`src/rtl/shift_add_mult.sv`:
```
// Sequential shift-add multiplier, unsigned or two's-complement per operation.
// Each operation takes WIDTH cycles in CALC, then pulses done_o with product_o.
//
// state | meaning
// IDLE  | waiting for start_i; product_o holds the last result
// CALC  | one add-and-shift step per cycle, WIDTH steps in total
module shift_add_mult #(
   parameter int WIDTH = 8
) (
   input  logic                 clk,
   input  logic                 rst_n,
   input  logic                 start_i,
   input  logic                 signed_i,
   input  logic [WIDTH-1:0]     mcand_i,
   input  logic [WIDTH-1:0]     mplier_i,
   output logic                 busy_o,
   output logic                 done_o,
   output logic [2*WIDTH-1:0]   product_o
);

   localparam int CW = $clog2(WIDTH);
   localparam logic [CW-1:0] LAST = CW'(WIDTH - 1);

   typedef enum logic {IDLE, CALC} state_t;

   state_t               state;
   logic [WIDTH-1:0]     mcand;
   logic [2*WIDTH:0]     acc;
   logic                 neg;
   logic [CW-1:0]        count;

   logic [WIDTH-1:0]     mcand_mag;
   logic [WIDTH-1:0]     mplier_mag;
   logic [2*WIDTH:0]     acc_next;
   logic [2*WIDTH-1:0]   prod_mag;
   logic [2*WIDTH-1:0]   prod_final;

   // Negating the most negative value wraps back to 2^(WIDTH-1), which is
   // exactly the magnitude wanted when the bits are read as unsigned.
   always_comb begin
      mcand_mag  = (signed_i && mcand_i[WIDTH-1])  ? -mcand_i  : mcand_i;
      mplier_mag = (signed_i && mplier_i[WIDTH-1]) ? -mplier_i : mplier_i;
      acc_next   = (acc + (acc[0] ? {1'b0, mcand, {WIDTH{1'b0}}} : '0)) >> 1;
      prod_mag   = acc_next[2*WIDTH-1:0];
      prod_final = neg ? -prod_mag : prod_mag;
   end

   always_ff @(posedge clk or negedge rst_n) begin
      if (!rst_n) begin
         state     <= IDLE;
         mcand     <= '0;
         acc       <= '0;
         neg       <= 1'b0;
         count     <= '0;
         busy_o    <= 1'b0;
         done_o    <= 1'b0;
         product_o <= '0;
      end else begin
         done_o <= 1'b0;
         case (state)
            IDLE: begin
               if (start_i) begin
                  mcand  <= mcand_mag;
                  acc    <= {{(WIDTH+1){1'b0}}, mplier_mag};
                  neg    <= signed_i & (mcand_i[WIDTH-1] ^ mplier_i[WIDTH-1]);
                  count  <= '0;
                  busy_o <= 1'b1;
                  state  <= CALC;
               end
            end
            CALC: begin
               acc   <= acc_next;
               count <= count + CW'(1);
               if (count == LAST) begin
                  product_o <= prod_final;
                  done_o    <= 1'b1;
                  busy_o    <= 1'b0;
                  state     <= IDLE;
               end
            end
            default: begin
               state  <= IDLE;
               busy_o <= 1'b0;
            end
         endcase
      end
   end

endmodule
```
`config.mk`:
```
export PLATFORM = sky130hd
export DESIGN_NAME = shift_add_mult
export DESIGN_NICKNAME = d
export VERILOG_FILES = /design/src/rtl/shift_add_mult.sv
export SDC_FILE = /design/constraint.sdc
export NUM_CORES = 1
export LEC_CHECK = 0
export ABC_CLOCK_PERIOD_IN_PS = 7600
export BUFFER_PORTS_ARGS = -buffer_cell sky130_fd_sc_hd__buf_2
export CORE_UTILIZATION = 23
export DETAILED_ROUTE_END_ITERATION = 8
export SLEW_MARGIN = 15
export SYNTH_ARGS = -nofsm -noshare
export SYNTH_HDL_FRONTEND = slang
export SYNTH_SLANG_ARGS = --single-unit
export TNS_END_PERCENT = 50
```
`constraint.sdc`:
```
create_clock -name clk -period 7.6 [get_ports clk]
set_input_delay 1.52 -clock clk [delete_from_list [all_inputs] [get_ports clk]]
set_output_delay 1.52 -clock clk [all_outputs]
set_load 0.01 [all_outputs]
```
# Word level (Yosys, flattened, before mapping)
# Index checks and enable logic that the tools add are counted.
# Widths: inputs -> output; s select.
[totals] word_cells=40 input_bits=20 ramBits=0 romBits=0 latchBits=0 ff_bits=48 mem_count=0
[op_classes] n_shift=0 n_eq_ne=3 n_reduce_logical=5 div=0 mux=16 n_addsub=5 n_bitwise=3 n_mul=0 n_lt_le_gt_ge=0
[ops] cell="$pmux 17 s2" n=1
[ops] cell="$mux 16" n=2
[ops] cell="$add 17x16->17" n=1
[ops] cell="$mux 17" n=1
[ops] cell="$mux 8" n=2
[ops] cell="$neg 16->16" n=1
[ops] cell="$neg 8->8" n=2
[ops] cell="$mux 1" n=6
[ops] cell="$pmux 3 s2" n=1
[ops] cell="$reduce_and 2->1" n=3
[ops] cell="$pmux 1 s2" n=2
[ops] cell="$add 3x1->3 const B" n=1
[ops] cell="$eq 3x3->1 const B" n=1
[ops] cell="$mux 3" n=1
[ops] cell="$logic_and 1x1->1" n=2
[ops] cell="$ne 2x1->1 const B" n=1
[ops] cell="$ne 2x2->1 const B" n=1
[ops] cell="$and 1x1->1" n=1
[ops] cell="$not 1->1" n=1
[ops] cell="$xor 1x1->1" n=1

# Logic depth before layout (Yosys ltp)
# Gate-level depths: netlist of the first run.
[depth] word_depth=4 ltp_mapped=9

# Worst setup path before layout of the first run
# No wires, ideal clock.
[synth_path] path_kind="input to register" startpoint="in mcand_i[0]" endpoint="reg mcand[7]" required_time_ps=7517 arrival_ps=2579 path_stages=5 path_slack_ps=4938 cell_sequence="or3_1 > or3_1 > o31ai_1 > nand2_1 > o21ai_0"
[synth_between] elab_chain_len=2
[synth_lines] item="start: declaration" line_no="14" text="input logic [WIDTH-1:0] mcand_i,"
[synth_lines] item="$neg 8->8" line_no="41" text="mcand_mag = (signed_i && mcand_i[WIDTH-1]) ? -mcand_i : mcand_i;"
[synth_lines] item="$mux 8" line_no="41"
[synth_lines] item="end signal: assignment" line_no="63" text="mcand <= mcand_mag;"
[synth_lines] item="end: declaration" line_no="27" text="logic [WIDTH-1:0] mcand;"
# Every way passes these cells.
# A chain may end at the register's enable or synchronous reset.

# Worst setup path in the final report of the first run
[layout_path] startpoint="reg acc[0]" endpoint="reg product_o[15]"
[layout_between] elab_chain_len=4
[layout_lines] item="start: declaration" line_no="28" text="logic [2*WIDTH:0] acc;"
[layout_lines] item="start signal: assignment" line_no="64" text="acc <= {{(WIDTH+1){1'b0}}, mplier_mag};"
[layout_lines] item="start signal: assignment" line_no="72" text="acc <= acc_next;"
[layout_lines] item="$mux 16" line_no="43" text="acc_next = (acc + (acc[0] ? {1'b0, mcand, {WIDTH{1'b0}}} : '0)) >> 1;"
[layout_lines] item="$add 17x16->17 *" line_no="43"
[layout_lines] item="$neg 16->16" line_no="45" text="prod_final = neg ? -prod_mag : prod_mag;"
[layout_lines] item="$mux 16 *" line_no="45"
[layout_lines] item="end signal: assignment" line_no="75" text="product_o <= prod_final;"
[layout_lines] item="end: declaration" line_no="18" text="output logic [2*WIDTH-1:0] product_o"
# Every way passes the cells marked *; elsewhere a longest branch is shown, timed or not.

==> results of run 1 <==
==> cells by family after synthesis <==
logic type               share of synthesized area [%]
flip-flops                                        40.3
adder cells (fa/ha/maj)                           6.26
AO/OA/AOI/OAI                                     22.1
AND/OR/NAND/NOR                                   18.4
XOR/XNOR                                          6.91
buffers and inverters                             4.25
multiplexers                                      1.72
==> metal layers <==
layer	routed length [µm]	up-vias	GRT usage, %
met5	0	-	0
met4	19	0	1.82
met3	327	2	2.96
met2	2570	43	15.0
met1	3400	1057	15.3
li1	-	1199	-
==> placed cells by master, fill, tap and decap left out, types with 2 or more instances in the layout <==
cell	Yosys	final
xor2_1	15	15
dfrtp_1	47	47
o31ai_1	6	6
nand4_1	2	2
and2_1	9	9
o21ai_0	44	44
clkbuf_1	12	2
a22o_1	10	10
or3_1	7	7
nand2b_1	6	6
nand3_1	10	10
nor3_1	6	6
a21oi_1	9	9
a211oi_1	3	3
nor2b_1	2	2
a31oi_1	4	4
xnor2_1	8	8
and3_1	3	3
a21o_1	2	2
nor3b_1	2	2
ha_1	13	13
clkbuf_16	0	5
o21ai_1	3	3
nand2_1	44	44
mux2i_1	5	5
buf_2	0	36
inv_1	13	13
nor2_1	13	13
==> cell type report <==
cell class,instances,area share [%]
multi-input cells,247,47.9
flip-flops and latches,47,34.8
well taps,168,6.22
repair buffers,37,5.56
clock buffers,7,3.93
inverters,13,1.44
clock inverters,1,0.148
==> how the worst min path moves through the flow <==
stage	start	endpoint
finish	mcand[2]$_DFFE_PN0P_	mcand[2]$_DFFE_PN0P_
global route	product_o[7]$_DFFE_PN0P_	product_o[7]$_DFFE_PN0P_
CTS	product_o[10]$_DFFE_PN0P_	product_o[10]$_DFFE_PN0P_
detailed placement	product_o[10]$_DFFE_PN0P_	product_o[10]$_DFFE_PN0P_
global placement	mcand[2]$_DFFE_PN0P_	mcand[2]$_DFFE_PN0P_
floorplan	mcand[0]$_DFFE_PN0P_	mcand[0]$_DFFE_PN0P_
==> worst min-delay path: stages, from the launching register on <==
cell,delay [ns]
dfrtp_1,0.34
nand2_1,0.04
o21ai_0,0.06
==> through the flow <==
step	util, %	instances	setup WS (ns)	total power, mW	hold slack [ns]
2_1_floorplan	-	323	4.94	0.972	0.442
3_3_place_gp	26.6	512	4.79	1.12	0.458
3_5_place_dp	26.6	512	4.75	1.14	0.466
4_1_cts	27.7	520	4.85	1.35	0.479
5_1_grt	27.8	520	4.67	1.47	0.492
6_report	27.8	520	4.86	1.34	0.471
==> power breakdown <==
part | internal (mW) | switching (mW)
combinational | 0.283 | 0.374
sequential | 0.366 | 0.111
clock | 0.122 | 0.0848
==> Yosys cell counts (7+ instances only) <==
| library cell | instances | area share, % |
|---|---|---|
| inv_1 | 13 | 1.7 |
| o21ai_0 | 44 | 7.6 |
| xnor2_1 | 8 | 2.4 |
| nand2_1 | 44 | 5.7 |
| xor2_1 | 15 | 4.5 |
| a21oi_1 | 9 | 1.5 |
| a22o_1 | 10 | 3.0 |
| nand3_1 | 10 | 1.7 |
| and2_1 | 9 | 1.9 |
| dfrtp_1 | 47 | 40 |
| clkbuf_1 | 12 | 1.5 |
| nor2_1 | 13 | 1.7 |
| or3_1 | 7 | 1.5 |
| ha_1 | 13 | 5.6 |
==> flip-flops by register name, indices dropped and copies added (netlist names) <==
register	count
acc	16
busy_o	1
count	3
done_o	1
mcand	8
neg	1
product_o	16
state	1
==> results.py, run 1 <==
metrics = {
    "run_status": {
        "run_status": "completed",
    },
    "critical_path": {
        "reg2reg_from": "acc[0]$_DFFE_PN0P_",
        "crit_path_start_kind": "flop",
        "crit_cells": 9,
        "critPathMostFrequentCell": "nand3_1",
        "worst-path-max-fanout": 9,
        "required_ns": 7.76,
        "critical-path-max-stage-delay_ns": 0.46,
        "worst_ep_arrival_time_ns": 2.90,
        "critPathBufInv": 0,
        "endpoint": "product_o[15]$_DFFE_PN0P_",
        "r2r_slack_ns": 4.86,
        "crit_path_cell_trace": "and2_1, ha_1, fa_1, nand3_1, nor3b_1, o221ai_1, a211oi_1, mux2i_1, nand3_1",
        "worstSetupPathType": "reg2reg",
        "slowest_stage": "fa_1",
        "worstSetupStartpoint": "acc[0]$_DFFE_PN0P_",
        "crit_family": "simple AND/OR/NAND/NOR gates",
        "worstReg2RegEnd": "product_o[15]$_DFFE_PN0P_",
        "worst_r2r_path_depth": 9,
        "crit_path_end_kind": "flop",
    },
    "clocking": {
        "cts_inserted_buffers": 5,
        "post_cts_resized": 0,
        "cts_buffer_depth": 2,
        "cts_max_level": 2,
        "post_cts.repair.setup_buffers": 0,
        "clock-sinks": 47,
        "clk_latency_ns": 0.28,
        "cts_hold_buf": 0,
        "cts_root_buffer": "clkbuf_16",
        "clk_pin_slew_worst_paths_ns": 0.06,
        "cts_tree": "done",
    },
    "routing": {
        "ant_nets": 0,
        "viasPerCell": 4.43,
        "vias": 2301,
        "wl_um": 6310,
        "dr.pass1.iters": 4,
        "drc": 0,
        "wl_per_cell_um": 12.1,
        "drtIter0Drc": 118,
    },
    "sta": {
        "tightestPinTransition_ns": 0.940,
        "clock_skew_ns": 0.00238,
        "fmax_mhz": 365,
        "slew_headroom_pct": 37.2,
        "tns_ns": 0,
        "setup_violations": 0,
        "grt_setup_unrepaired": "no",
        "fin_crit_ns": 2.74,
        "hold_violations": 0,
        "slew_violations": 0,
        "min_period_over_period_pct": 36.1,
    },
    "global_routing": {
        "grt_pass1_vias": 2209,
        "grt_max_degree": 48,
        "gr-usage-all-layers_pct": 10.4,
        "antenna_found_initial": 0,
        "overflow": 0,
        "grt_pass1_wl_um": 11000,
    },
    "flow_run": {
        "max-cap-violations": 0,
    },
    "worst_hold_path": {
        "whs_path_depth": 2,
        "min_path_type": "reg2reg",
    },
    "layout": {
        "fin_area_mm2": 0.00338,
        "fillCellCount": 1305,
        "area_growth_pct": 15.8,
        "regArea_mm2": 0.00118,
        "n_antenna_cell": 0,
        "multiInputGateArea_mm2": 0.00162,
        "drive_gt1_share_pct": 15.3,
        "final_net_count": 385,
    },
    "yosys": {
        "ys_seq_elements": 47,
        "yosysSeqAreaShare_pct": 40.3,
        "netlist_area_mm2": 0.00292,
        "synthFlopType": "dfrtp_1",
        "netlist_instances": 323,
        "yosys_warnings": 0,
        "async_flop_share_pct": 100,
        "synth.avg_cell_area_um2": 9.03,
        "synth_edf_count": 0,
        "synth.distinct_cells": 50,
        "syn-num-nets": 357,
    },
    "die": {
        "rows": 40,
        "die_w_um": 115,
        "dieArea_mm2": 0.0131,
        "dieHeight_um": 115,
        "pin_count": 38,
        "start_util_pct": 24.0,
        "coreArea_mm2": 0.0122,
    },
    "power": {
        "leakage_nw": 1.53,
        "ir_worst_vdd_v": 0.000130,
        "power_density_mw_per_mm2": 397,
    },
    "placement": {
        "place.gp.congestion": 0.782,
        "dpl.hpwl_um": 4820,
        "io_buffers": 37,
        "placed_area_mm2": 0.00324,
    },
}
(Power assumes the default switching activity.)
==> run 2, diff against run 1 <==
Settings changed: ABC_CLOCK_PERIOD_IN_PS 7600 to 2500.
Clock period 7.6 ns to 2.5 ns, I/O delays scaled along.
==> run 2 against run 1 <==
  * Global-route usage up 0.53 points
  * Worst hold slack worse by 0.26 ns
  * Worst setup slack worse by 4.8 ns
  * Utilization up 1.8 points
  * Critical path type unchanged
  * Largest cell class unchanged
==> results.py, run 2 (same netlist as run 1, synthesis figures left out) <==
metrics = {
    "power": {
        "ir_worst_vdd_v": 0.000338,
        "power_density_mw_per_mm2": 1250,
        "finalPower_mw": 4.51,
        "leakage_nw": 1.62,
    },
    "die": {
        "dieArea_mm2": 0.0131,
        "rows": 40,
        "coreArea_mm2": 0.0122,
        "pin_count": 38,
        "die_w_um": 115,
        "dieHeight_um": 115,
        "start_util_pct": 24.0,
    },
    "routing": {
        "drtIter0Drc": 111,
        "dr.pass1.iters": 4,
        "viasPerCell": 4.49,
        "wl_per_cell_um": 12.8,
        "vias": 2402,
        "wl_um": 6870,
        "ant_nets": 0,
        "drc": 0,
    },
    "sta": {
        "setup_violations": 0,
        "min_period_over_period_pct": 98.3,
        "grt_setup_unrepaired": "yes",
        "slew_violations": 0,
        "slew_headroom_pct": 58.5,
        "fin_crit_ns": 2.46,
        "clock_skew_ns": 0.00741,
        "hold_violations": 0,
        "fmax_mhz": 407,
        "tightestPinTransition_ns": 0.622,
    },
    "layout": {
        "final_cell_mix": "dfrtp_1 (47), nand2_1 (44), o21ai_0 (43), buf_2 (37), xor2_1 (15)",
        "layout.cells.non_filler": 535,
        "final_net_count": 400,
        "fillCellCount": 1292,
        "regArea_mm2": 0.00118,
        "drive_gt1_share_pct": 22.9,
        "n_antenna_cell": 0,
        "layout_commonest_cell": "dfrtp_1",
        "area_growth_pct": 23.3,
        "reg_top3": "acc (16), product_o (16), mcand (8)",
        "multiInputGateArea_mm2": 0.00171,
    },
    "critical_path": {
        "crit_path_end_kind": "flop",
        "worstSetupPathType": "reg2reg",
        "critPathBufInv": 0,
        "slowest_stage": "or3_4",
        "critical-path-max-stage-delay_ns": 0.42,
        "worst_ep_arrival_time_ns": 2.62,
        "worst-path-max-fanout": 3,
        "required_ns": 2.66,
        "crit_path_start_kind": "flop",
        "crit_family": "simple AND/OR/NAND/NOR gates",
        "crit_path_cell_trace": "and2_4, ha_4, fa_2, a21oi_4, o2bb2ai_4, or3_4, a2111oi_4, or3_1, a31oi_1",
    },
    "global_routing": {
        "gr-usage-all-layers_pct": 10.9,
        "grt_pass1_vias": 2307,
        "grt_max_degree": 34,
        "grt_pass1_wl_um": 11400,
        "antenna_found_initial": 0,
        "overflow": 0,
    },
    "clocking": {
        "cts_root_buffer": "clkbuf_16",
        "cts_buffer_depth": 2,
        "clk_pin_slew_worst_paths_ns": 0.07,
        "cts_inserted_buffers": 5,
        "clk_latency_ns": 0.29,
        "cts_tree": "done",
        "cts_max_level": 2,
        "clock-sinks": 47,
    },
    "run_status": {
        "run_status": "completed",
    },
    "worst_hold_path": {
        "min_path_type": "in2async",
    },
    "placement": {
        "place.gp.congestion": 0.794,
        "dpl.hpwl_um": 5230,
        "io_buffers": 37,
        "dp.cells": 524,
    },
    "flow_run": {
        "max-cap-violations": 0,
    },
}
-- run 2: changes by cell type in the layout (fill, tap and decap cells not counted), sizes merged --
cell	before	now
buf	37	52
clkinv	1	2
clkbuf	7	5
inv	13	14
-- run 2: worst paths after layout --
kind | depth (start not counted) | startpoint | to | slack, ns
max in group asynchronous | 2 | rst_n | acc[7]$_DFFE_PN0P_ | 1.75
setup reg to reg | 9 | mcand[0]$_DFFE_PN0P_ | product_o[14]$_DFFE_PN0P_ | 0.04
hold / removal | 1 | rst_n | product_o[9]$_DFFE_PN0P_ | 0.21
hold reg to reg | 2 | product_o[11]$_DFFE_PN0P_ | product_o[11]$_DFFE_PN0P_ | 0.47
min in group clk | 2 | product_o[11]$_DFFE_PN0P_ | product_o[11]$_DFFE_PN0P_ | 0.47
setup / recovery | 9 | mcand[0]$_DFFE_PN0P_ | product_o[14]$_DFFE_PN0P_ | 0.04
-- run 2: through the flow --
stage                     hold slack (ns)  TNS [ns]  utilization [%]  cell area, µm²  worst slack [ns]
after detailed placement            0.465    -0.342             27.5            3340            -0.114
after global routing                0.267   -0.0397             29.6            3600           -0.0397
after global placement              0.458   -0.0676             27.5            3340           -0.0422
after CTS                           0.245         0             28.7            3490           0.00132
after floorplan                     0.204         0                -            2920            0.0224
final                               0.215         0             29.6            3600            0.0421
-- run 2: final cells by class --
class | count | share of cell area [%]
inverter | 13 | 1.36
multi-input combinational | 247 | 47.5
clock buffer | 5 | 3.48
timing repair buffer | 52 | 8.63
clock inverter | 3 | 0.522
tap | 168 | 5.85
sequential | 47 | 32.7
-- run 2: layer usage --
metal	global-route usage, %	part of all wire, %
met2	16.2	42
met4	2.34	0.52
met1	15.6	52
met3	3.02	5.4
met5	0	0
-- run 2: where the power goes --
group / switching, mW / total [mW] / internal, mW / leakage, nW
logic: 1.30 / 2.42 / 1.13 / 0.955
clock network: 0.286 / 0.656 / 0.370 / 0.0740
registers: 0.315 / 1.43 / 1.11 / 0.587
-- run 2: timing repair --
action | in CTS | in global routing
pin swaps | 0 | 7
hold buffers | 0 | 0
setup buffers | 0 | 3
setup endpoints to repair | 4 | 6
resized for setup | 2 | 16
==> run 3, diff against run 2 <==
--- a/config.mk
+++ b/config.mk
@@ -9,4 +9,5 @@
 export BUFFER_PORTS_ARGS = -buffer_cell sky130_fd_sc_hd__buf_2
-export CORE_UTILIZATION = 23
+export CORE_UTILIZATION = 52
 export DETAILED_ROUTE_END_ITERATION = 8
+export PLACE_DENSITY = 0.76
 export SLEW_MARGIN = 15
--- a/constraint.sdc
+++ b/constraint.sdc
@@ -3,2 +3,2 @@
 set_output_delay 0.5 -clock clk [all_outputs]
-set_load 0.01 [all_outputs]
+set_load 0.05 [all_outputs]
==> run 3 against run 2 <==
  * Combinational power increased by 14%
  * Largest cell class unchanged
  * Worst hold slack got worse by 0.042 ns
  * Clock-buffer cell count increased by 2
  * Critical endpoint is now product_o[15]$_DFFE_PN0P_
  * Die area decreased by 55%
  * Clock power decreased by 26%
==> results.py, run 3 (same netlist as run 1, synthesis figures left out) <==
metrics = {
    "sta": {
        "tns_ns": 0,
        "setup_violations": 0,
        "tightestPinTransition_ns": 0.577,
        "fmax_mhz": 404,
        "fin_crit_ns": 2.48,
        "slew_violations": 0,
        "grt_setup_unrepaired": "yes",
        "clock_skew_ns": 0.00483,
        "slew_headroom_pct": 61.6,
        "min_period_over_period_pct": 99.1,
        "hold_violations": 0,
    },
    "power": {
        "leakage_nw": 1.58,
        "finalPower_mw": 4.67,
        "power_density_mw_per_mm2": 1370,
        "ir_worst_vdd_v": 0.000630,
    },
    "critical_path": {
        "endpoint": "product_o[15]$_DFFE_PN0P_",
        "reg2reg_from": "acc[0]$_DFFE_PN0P_",
        "worst_r2r_path_depth": 9,
        "worst-path-max-fanout": 3,
        "worstSetupPathType": "reg2reg",
        "required_ns": 2.69,
        "worstSetupStartpoint": "acc[0]$_DFFE_PN0P_",
        "worstReg2RegEnd": "product_o[15]$_DFFE_PN0P_",
        "crit_path_start_kind": "flop",
        "worst_ep_arrival_time_ns": 2.67,
        "r2r_slack_ns": 0.02,
        "crit_path_end_kind": "flop",
    },
    "worst_hold_path": {
        "min_path_type": "in2async",
    },
    "routing": {
        "met2_length_um": 2850,
        "highest_layer": "met4",
        "wl_per_cell_um": 14.3,
        "vias": 2422,
        "drtIter0Drc": 79,
        "viasPerCell": 5.57,
        "ant_nets": 0,
        "drc": 0,
        "dr.pass1.iters": 4,
        "wl_met1_um": 3010,
        "wl_um": 6200,
        "met3_length_um": 238,
    },
    "global_routing": {
        "antenna_found_initial": 0,
        "grt_max_degree": 34,
        "grt_pass1_vias": 2248,
        "gr-usage-all-layers_pct": 22.6,
        "grt_pass1_wl_um": 10600,
        "overflow": 0,
    },
    "die": {
        "coreArea_mm2": 0.00524,
        "dieHeight_um": 76.9,
        "die_w_um": 76.9,
        "pin_count": 38,
        "start_util_pct": 55.7,
        "dieArea_mm2": 0.00591,
        "rows": 26,
    },
    "layout": {
        "layout_commonest_cell": "dfrtp_1",
        "final_net_count": 398,
        "reg_top3": "acc (16), product_o (16), mcand (8)",
        "n_antenna_cell": 0,
        "final_cell_mix": "dfrtp_1 (47), nand2_1 (44), o21ai_0 (44), buf_2 (37), xor2_1 (15)",
        "area_growth_pct": 16.6,
        "layout.cells.non_filler": 435,
        "drive_gt1_share_pct": 22.5,
    },
    "flow_run": {
        "max-cap-violations": 0,
    },
    "clocking": {
        "cts_max_level": 2,
        "cts_buffer_depth": 2,
        "clk_latency_ns": 0.31,
        "cts_root_buffer": "clkbuf_8",
        "cts_tree": "done",
        "cts_inserted_buffers": 5,
        "clock-sinks": 47,
        "clk_pin_slew_worst_paths_ns": 0.09,
    },
    "placement": {
        "place.gp.congestion": 0.854,
        "dp.cells": 426,
        "io_buffers": 37,
        "dpl.hpwl_um": 4510,
    },
    "run_status": {
        "run_status": "completed",
    },
}
run 3: critical path: stages, from the launching register on:
cell,delay [ns]
dfrtp_1,0.40
and2_1,0.15
ha_2,0.19
fa_2,0.41
a21oi_4,0.16
o2bb2ai_2,0.09
or3_4,0.37
a211oi_4,0.27
mux2i_1,0.24
nand3_1,0.09
run 3: cell type report:
cell class	count	area (µm²)
well taps	70	87.6
inverters	13	48.8
clock inverters	1	8.76
repair buffers	50	295
flip-flops and latches	47	1180
multi-input cells	247	1700
clock buffers	7	86.3
fillers	443	1840
run 3: report_power, final:
| part | internal, mW | total (mW) | switching [mW] |
|---|---|---|---|
| sequential | 1.11 | 1.42 | 0.314 |
| combinational | 1.09 | 2.76 | 1.67 |
| clock | 0.227 | 0.485 | 0.259 |
run 3: routing by layer:
layer | global-route usage, % | vias to the layer above
met1 | 32.1 | 1127
met3 | 3.57 | 10
met4 | 7.50 | 0
met2 | 35.2 | 55
li1 | - | 1230
met5 | 0 | -
run 3: worst min-delay path by stage:
| stage | from | endpoint | slack (ns) | depth (start not counted) |
|---|---|---|---|---|
| 3_5_place_dp | product_o[3]$_DFFE_PN0P_ | product_o[3]$_DFFE_PN0P_ | 0.47 | 2 |
| 6_report | rst_n | product_o[1]$_DFFE_PN0P_ | 0.17 | 1 |
| 5_1_grt | rst_n | product_o[1]$_DFFE_PN0P_ | 0.21 | 1 |
| 3_3_place_gp | product_o[5]$_DFFE_PN0P_ | product_o[5]$_DFFE_PN0P_ | 0.46 | 2 |
| 4_1_cts | rst_n | product_o[1]$_DFFE_PN0P_ | 0.19 | 1 |
| 2_1_floorplan | rst_n | acc[0]$_DFFE_PN0P_ | 0.20 | 0 |
run 3: through the flow:
stage	utilization, %	hold slack [ns]	area (µm²)	worst slack (ns)
after floorplan	-	0.204	2920	0.0224
after global placement	61.4	0.456	3220	-0.00850
after detailed placement	61.4	0.465	3220	-0.115
after CTS	63.4	0.185	3320	0.0132
after global routing	65.0	0.209	3400	-0.0775
final	65.0	0.173	3400	0.0225
run 3: what timing repair did:
item,CTS,global route
setup buffers,0,1
endpoints found under the setup margin,5,6
resized for setup,2,15
hold buffers,0,0
pin swaps,0,5
